[src/rtl/intdiv_otf_conv_if.sv]
// Handshake bundle for the on-the-fly converter.
//   master : drives start, digit_valid, digit and result_ready (upstream/downstream side)
//   slave  : the converter; drives digit_ready, result, result_valid and busy
interface intdiv_otf_conv_if #(
  parameter int unsigned N = 8
) ();
  logic         start;
  logic         digit_valid;
  logic [1:0]   digit;
  logic         digit_ready;
  logic [N:0]   result;
  logic         result_valid;
  logic         result_ready;
  logic         busy;

  modport master (
    output start, digit_valid, digit, result_ready,
    input  digit_ready, result, result_valid, busy
  );

  modport slave (
    input  start, digit_valid, digit, result_ready,
    output digit_ready, result, result_valid, busy
  );
endinterface

[src/rtl/intdiv_otf_conv.sv]
// Digit-serial on-the-fly converter: accumulates an MSD-first SD2 digit stream
// into an (N+1)-bit two's-complement word using Q/QM registers (no carry chain).
// Ports:
//   clk    : clock, rising edge
//   rst_n  : asynchronous active-low reset
//   bus    : slave side of intdiv_otf_conv_if
//            start/digit_valid/digit in, digit_ready out,
//            result/result_valid out, result_ready in, busy out
module intdiv_otf_conv #(
  parameter int unsigned N = 8
) (
  input logic             clk,
  input logic             rst_n,
  intdiv_otf_conv_if.slave bus
);

  localparam int unsigned     CntW    = $clog2(N + 1);
  localparam logic [CntW-1:0] LastCnt = CntW'(N - 1);

  typedef enum logic [1:0] {StIdle, StAccum, StDone} state_e;

  state_e          r_state;
  state_e          w_state_d;
  logic [N:0]      r_q;
  logic [N:0]      w_q_d;
  logic [N:0]      r_qm;
  logic [N:0]      w_qm_d;
  logic [CntW-1:0] r_cnt;
  logic [CntW-1:0] w_cnt_d;

  always_ff @(posedge clk or negedge rst_n) begin
    if (!rst_n) begin
      r_state <= StIdle;
      r_q     <= '0;
      r_qm    <= '1;
      r_cnt   <= '0;
    end else begin
      r_state <= w_state_d;
      r_q     <= w_q_d;
      r_qm    <= w_qm_d;
      r_cnt   <= w_cnt_d;
    end
  end

  always_comb begin
    w_state_d = r_state;
    w_q_d     = r_q;
    w_qm_d    = r_qm;
    w_cnt_d   = r_cnt;
    // start outranks any digit or result handshake in the same cycle
    if (bus.start) begin
      w_q_d     = '0;
      w_qm_d    = '1;
      w_cnt_d   = '0;
      w_state_d = StAccum;
    end else begin
      unique case (r_state)
        StIdle: ;
        StAccum: begin
          if (bus.digit_valid) begin
            // QM tracks Q-1, so a -1 digit borrows by selecting QM instead of subtracting
            unique case (bus.digit)
              2'b11: begin
                w_q_d  = {r_qm[N-1:0], 1'b1};
                w_qm_d = {r_qm[N-1:0], 1'b0};
              end
              2'b00: begin
                w_q_d  = {r_q[N-1:0], 1'b0};
                w_qm_d = {r_qm[N-1:0], 1'b1};
              end
              default: begin
                w_q_d  = {r_q[N-1:0], 1'b1};
                w_qm_d = {r_q[N-1:0], 1'b0};
              end
            endcase
            w_cnt_d = r_cnt + CntW'(1);
            if (r_cnt == LastCnt) w_state_d = StDone;
          end
        end
        StDone: begin
          if (bus.result_ready) w_state_d = StIdle;
        end
        default: w_state_d = StIdle;
      endcase
    end
  end

  // Outputs decode only the state register, so reset clears them asynchronously
  assign bus.digit_ready  = (r_state == StAccum);
  assign bus.result_valid = (r_state == StDone);
  assign bus.busy         = (r_state == StAccum) || (r_state == StDone);
  assign bus.result       = (r_state == StDone) ? r_q : '0;

endmodule
[src/flat_wrapper.sv]
// flat-port wrapper written by rule: the top's interface ports become plain ports
module intdiv_otf_conv_flat 
#(
  parameter int unsigned N = 8
)
  (clk, rst_n, bus_start, bus_digit_valid, bus_digit, bus_result_ready, bus_digit_ready, bus_result, bus_result_valid, bus_busy);
  intdiv_otf_conv_if #(.N(N)) bus_i ();
  input logic clk;
  input logic rst_n;
  input wire logic [$bits(bus_i.start)-1:0] bus_start;
  input wire logic [$bits(bus_i.digit_valid)-1:0] bus_digit_valid;
  input wire logic [$bits(bus_i.digit)-1:0] bus_digit;
  input wire logic [$bits(bus_i.result_ready)-1:0] bus_result_ready;
  output wire logic [$bits(bus_i.digit_ready)-1:0] bus_digit_ready;
  output wire logic [$bits(bus_i.result)-1:0] bus_result;
  output wire logic [$bits(bus_i.result_valid)-1:0] bus_result_valid;
  output wire logic [$bits(bus_i.busy)-1:0] bus_busy;
  assign bus_i.start = bus_start;
  assign bus_i.digit_valid = bus_digit_valid;
  assign bus_i.digit = bus_digit;
  assign bus_i.result_ready = bus_result_ready;
  assign bus_digit_ready = bus_i.digit_ready;
  assign bus_result = bus_i.result;
  assign bus_result_valid = bus_i.result_valid;
  assign bus_busy = bus_i.busy;
  intdiv_otf_conv #(.N(N)) u_core (.clk(clk), .rst_n(rst_n), .bus(bus_i));
endmodule
[config.mk]
export PLATFORM = sky130hd
export DESIGN_NAME = intdiv_otf_conv_flat
export DESIGN_NICKNAME = d
export VERILOG_FILES = /design/src/rtl/intdiv_otf_conv_if.sv /design/src/rtl/intdiv_otf_conv.sv /design/src/flat_wrapper.sv
export SDC_FILE = /design/constraint.sdc
export NUM_CORES = 1
export LEC_CHECK = 0
export CAP_MARGIN = 20
export CORE_MARGIN = 3
export CORE_UTILIZATION = 55
export CTS_CLUSTER_DIAMETER = 30
export DETAILED_ROUTE_END_ITERATION = 10
export GPL_TIMING_DRIVEN = 1
export HOLD_SLACK_MARGIN = 0.12
export PLACE_DENSITY = 0.81
export SYNTH_ARGS = -nofsm -noshare
export SYNTH_HDL_FRONTEND = slang
export SYNTH_SLANG_ARGS = --single-unit
[constraint.sdc]
create_clock -name clk -period 2.7 [get_ports clk]
set_clock_uncertainty 0.05 [all_clocks]
set_input_delay 0.54 -clock clk [delete_from_list [all_inputs] [get_ports clk]]
set_output_delay 0.54 -clock clk [all_outputs]
set_load 0.01 [all_outputs]
# --- Word-level counts from Yosys, hierarchy flattened ---
# Cells that the tools add are included.
classes:
  addsub: 1
  multipliers: 0
  div: 0
  n_lt_le_gt_ge: 0
  eq_ne: 8
  n_shift: 0
  mux: 17
  bitwise: 0
  n_reduce_logical: 7
op_table:
  columns: ["cell", "count"]
  rows:
  - ["2-to-1 mux 9 bit", 4]
  - ["2-to-1 mux 8 bit", 3]
  - ["case mux 9 bit (2 select lines)", 1]
  - ["case mux 8 bit (2 select lines)", 1]
  - ["2-to-1 mux 4 bit", 3]
  - ["2-to-1 mux 2 bit", 4]
  - ["inequality test 3 bit (second input constant)", 2]
  - ["case mux 2 bit (3 select lines)", 1]
  - ["adder 4 x 1 -> 4 bit (second input constant)", 1]
  - ["equality test 2 bit (second input constant)", 2]
  - ["equality test 4 x 3 -> 1 bit (second input constant)", 1]
  - ["logical NOT 2 bit", 2]
  - ["AND reduction 4 bit", 1]
  - ["nonzero test 2 bit", 2]
  - ["inequality test 3 x 2 -> 1 bit (second input constant)", 1]
  - ["equality test 2 x 1 -> 1 bit (second input constant)", 1]
  - ["inequality test 2 bit (second input constant)", 1]
  - ["AND reduction 2 bit", 1]
  - ["logical OR 1 bit", 1]
totals:
  register_bits: 23
  latchBits: 0
  mem_bits_rw: 0
  mem_bits_ro: 0
  in_bits: 7
  out_inout_bits: 12
  wordCells: 37
  n_memories: 0

# --- Logic depth before layout (Yosys ltp) ---
logic_depth:
  depth_word: 5
  mapped_depth: 7
  depth_no_buf: 5

# --- Worst setup path before layout ---
# Ideal clock, no wire load.
synth_path:
  kind: "input -> register"
  startpoint: "in bus_digit[0]"
  endpoint: "reg u_core.r_q[8]"
  setup_ps: 127
  t_arrival_ps: 1566
  required_ps: 2523
  slack_ps: 956
  cell_stages: 7
  n_path_buf: 2
  path_cell_list: "inv_1 ha_1 buf_6 or2_0 buf_2 a22oi_1 o21ai_0"
synth_between:
  elab_chain_cells: 5
  elab_cells_between_ends: 6
  classes_between: "eq/ne: 1; mux: 4; reduce/logical: 1"
synth_lines:
  columns: ["item", "line_no", "text"]
  rows:
  - ["from (decl)", "flat_wrapper.sv:12", "input wire logic [$bits(bus_i.digit)-1:0] bus_digit;"]
  - ["equality test 2 bit or logical NOT 2 bit (tied branches)", "intdiv_otf_conv.sv:62", "unique case (bus.digit)"]
  - ["case mux 9 bit (2 select lines) (*)", "intdiv_otf_conv.sv:62", null]
  - ["2-to-1 mux 9 bit (*)", "intdiv_otf_conv.sv:60", "if (bus.digit_valid) begin"]
  - ["2-to-1 mux 9 bit (*)", "intdiv_otf_conv.sv:57", "unique case (r_state)"]
  - ["2-to-1 mux 9 bit (*)", "intdiv_otf_conv.sv:51", "if (bus.start) begin"]
  - ["to (signal assigned)", "intdiv_otf_conv.sv:39", "r_q <= w_q_d;"]
  - ["to (decl)", "intdiv_otf_conv.sv:24", "logic [N:0] r_q;"]
# Mark *: on every way between the ends. The rest lies on a longest branch, timed or not. The select of a mux whose other input is x is not followed.
# A chain may end at the register's enable or synchronous reset.

# --- Final worst setup path ---
layout_path:
  startpoint: "reg u_core.r_state[0]"
  endpoint: "out bus_result[5]"
layout_between:
  elab_chain_cells: 2
layout_lines:
  columns: ["item", "line_no", "text"]
  rows:
  - ["from (decl)", "intdiv_otf_conv.sv:22", "state_e r_state;"]
  - ["from (signal assigned)", "intdiv_otf_conv.sv:33", "r_state <= StIdle;"]
  - ["from (signal assigned)", "intdiv_otf_conv.sv:38", "r_state <= w_state_d;"]
  - ["equality test 2 bit", "intdiv_otf_conv.sv:92", "assign bus.result = (r_state == StDone) ? r_q : '0;"]
  - ["2-to-1 mux 9 bit", "intdiv_otf_conv.sv:92", null]
  - ["to (decl)", "flat_wrapper.sv:15", "output wire logic [$bits(bus_i.result)-1:0] bus_result;"]
# Every way passes these cells.

==> results.toml <==
[drt]
final_antenna_net_count = 0
post-route-drc-count = 0
first_pass_iters = 4
dr_total_vias = 982
wl_per_cell_um = 15.1
viasPerCell = 5.81
drtIter0Drc = 37
routed_wl_um = 2560

[finish]
syn2layout_area_growth_pct = 17.9
final_cell_mix = "18 x clkdlybuf4s50_1, 16 x nor2_1, 15 x dfrtp_1, 11 x nand2_1, 11 x o21ai_0"
final_common_cell = "clkdlybuf4s50_1"
drive_gt1_frac = 0.127
nets = 157
num_antenna_cells = 0

[pwr]
power_switching_w = 0.000193
p_sw_frac = 0.287
pwr_density_cell_mw_per_mm2 = 470
p_comb_frac = 0.163
p_leak_nw = 0.619
p_seq_frac = 0.596
power.internal_w = 0.000481
clockPowerShare = 0.241
peakVddDrop_v = 0.000374

[die]
die_area_mm2 = 0.00282
boundaryPins = 19
die_x_um = 53.1
core-area_mm2 = 0.00202
fp-row-count = 16
start_util = 0.603
die_h_um = 53.1

[synthesis]
postSynthAreaPerCell_um2 = 9.75
ys_types = 29
seq_area_frac_synth = 0.480
synthCells = 125
yosys_warnings = 0
syn-num-nets = 139
synth-seq-cells = 23
syn_area_mm2 = 0.00122

[worst_setup_path]
critPathRequiredTime_ps = 2110
crit_fanout = 13
slowest_stage = "clkdlybuf4s50_1"
crit_path_max_incr_delay_ps = 540
rrSetupSlack_ps = 910
arrival_ps = 1970
end_kind = "output pin"
path_cells = "inv_1 > ha_1 > and2_1 > clkdlybuf4s50_1"
startpoint_type = "flop"
r2r_cells = 5
r2r-end = "u_core.r_qm[3]$_DFFE_PN1P_"
critical_path_class = "reg2out"
r2r-start = "u_core.r_state[1]$_DFFE_PN0P_"

[clocking]
cts_tree = "built"
cts_inserted_buffers = 3
cts_num_sinks = 23
cts_hold_buf = 0
post_cts_resized = 0
htree_num_levels = 1
clkTransAtPathRegs_ps = 130
clockRootBuffer = "clkbuf_4"
cts_setup_buffers = 0
clockBufferDepth = 2
clk-insertion-delay-late_ps = 320

[timing]
setup_viol = 0
hold_ws_ps = 444
hold_viol_final = 0
relSlewSlack = 0.451
fin_tns_setup_ps = 0
max_slew.worst_pin.slew_ps = 821
maxSlewViolCount = 0
fin_crit_ps = 2560
timing.final.crit_share = 0.948
rsz0062_at_grt = "false"
setup_ws_ps = 141
fmax_mhz = 391

[global_routing]
antenna_found_initial = 0
overflow = 0
grt_max_degree = 19
grt_pass1_wl_um = 4200
grt_pass1_vias = 941
track_usage = 0.210

[flow_run]
max_cap_viol_count = 0

[worst_hold_path]
hp-start = "u_core.r_q[8]$_DFFE_PN0P_"
min_path_type = "reg2reg"
hold_depth = 2
min_to = "u_core.r_q[8]$_DFFE_PN0P_"

[placed_design]
globalplace.congestion = 0.831
io_buffer_count = 18
dp_slack_ps = 238
dp_hpwl_um = 1900

[run_status]
status = "complete, no violations"
how the worst max path moves through the flow:
stage / end / cells past startpoint / slack (ps) / startpoint
after floorplan: u_core.r_q[8]$_DFFE_PN0P_ / 7 / 960 / bus_digit[0]
after global placement: u_core.r_q[6]$_DFFE_PN0P_ / 6 / 320 / bus_digit[0]
after detailed placement: u_core.r_q[3]$_DFFE_PN0P_ / 6 / 240 / bus_digit[0]
after CTS: bus_result[5] / 4 / 130 / u_core.r_state[0]$_DFFE_PN0P_
after global routing: bus_result[5] / 4 / 40 / u_core.r_state[0]$_DFFE_PN0P_
final: bus_result[5] / 4 / 140 / u_core.r_state[0]$_DFFE_PN0P_
registers in the layout, summed over array words and instances, names as in the netlist:
| register | flops |
|---|---|
| u_core.r_cnt | 4 |
| u_core.r_qm | 8 |
| u_core.r_state | 2 |
| u_core.r_q | 9 |
cell usage after synthesis:
cell	number	area, µm²
clkbuf_2	1	5.00
a211oi_1	1	7.51
buf_6	1	11.3
dfrtp_1	15	375
ha_1	7	87.6
nand2_1	11	41.3
o22a_1	1	8.76
buf_2	3	15.0
or2_0	1	6.26
nand3_1	2	10.0
a21oi_1	1	5.00
o221a_2	1	11.3
a21oi_2	1	8.76
nor2_1	16	60.1
inv_1	7	26.3
clkbuf_1	2	7.51
o21ai_0	11	55.1
a221oi_1	8	70.1
and2_1	9	56.3
o21ba_2	1	10.0
nand4b_1	1	8.76
o21ai_1	1	5.00
a22oi_1	8	60.1
or3_1	1	6.26
xor2_1	2	17.5
nand3b_2	1	11.3
nor2b_1	1	6.26
a21o_1	2	15.0
dfstp_2	8	210
per-layer routing:
| metal | global-route usage | part of all wire |
|---|---|---|
| met3 | 0.0254 | 0.043 |
| met2 | 0.339 | 0.47 |
| met4 | 0.115 | 0.026 |
| met1 | 0.271 | 0.46 |
| met5 | 0 | 0 |
cell type report:
class,count,area (µm²)
clock buffer,3,22.5
clock inverter,1,5.00
fill,154,586
inverter,7,26.3
multi-input combinational,88,568
sequential,23,586
tap,27,33.8
timing repair buffer,20,195
power groups by stage:
| stage | registers [W] | logic [W] | clock network (W) |
|---|---|---|---|
| floorplan | 0.000401 | 0.0000741 | 0 |
| global placement | 0.000407 | 0.000104 | 0 |
| detailed placement | 0.000408 | 0.000110 | 0 |
| CTS | 0.000402 | 0.000111 | 0.000170 |
| global route | 0.000406 | 0.000124 | 0.000182 |
| finish | 0.000402 | 0.000110 | 0.000162 |
worst max-delay path: cells and delay by family (launching register included):
family	cells	cell delay [ps]
buffers and inverters	2	640
adder cells (fa/ha/maj)	1	420
flip-flops	1	400
AND/OR/NAND/NOR	1	190
metrics by stage:
| stage | area [µm²] | util | total power (W) | instances |
|---|---|---|---|---|
| after floorplan | 1220 | - | 0.000475 | 125 |
| after detailed placement | 1410 | 0.697 | 0.000519 | 165 |
| final | 1440 | 0.710 | 0.000675 | 169 |
| after CTS | 1440 | 0.710 | 0.000682 | 169 |
| after global routing | 1440 | 0.710 | 0.000712 | 169 |
| after global placement | 1410 | 0.697 | 0.000511 | 165 |
logic make-up (layout without fill, tap and decap cells):
| kind of cell | after synthesis | after routing | synth area share |
|---|---|---|---|
| simple gates | 43 | 43 | 0.169 |
| compound gates | 36 | 36 | 0.210 |
| flops | 23 | 23 | 0.480 |
| fa+ha+maj | 7 | 7 | 0.0719 |
| xor+xnor | 2 | 2 | 0.0144 |
| buf+inv | 14 | 31 | 0.0534 |
Note: power is estimated with default switching activity, not from simulation.
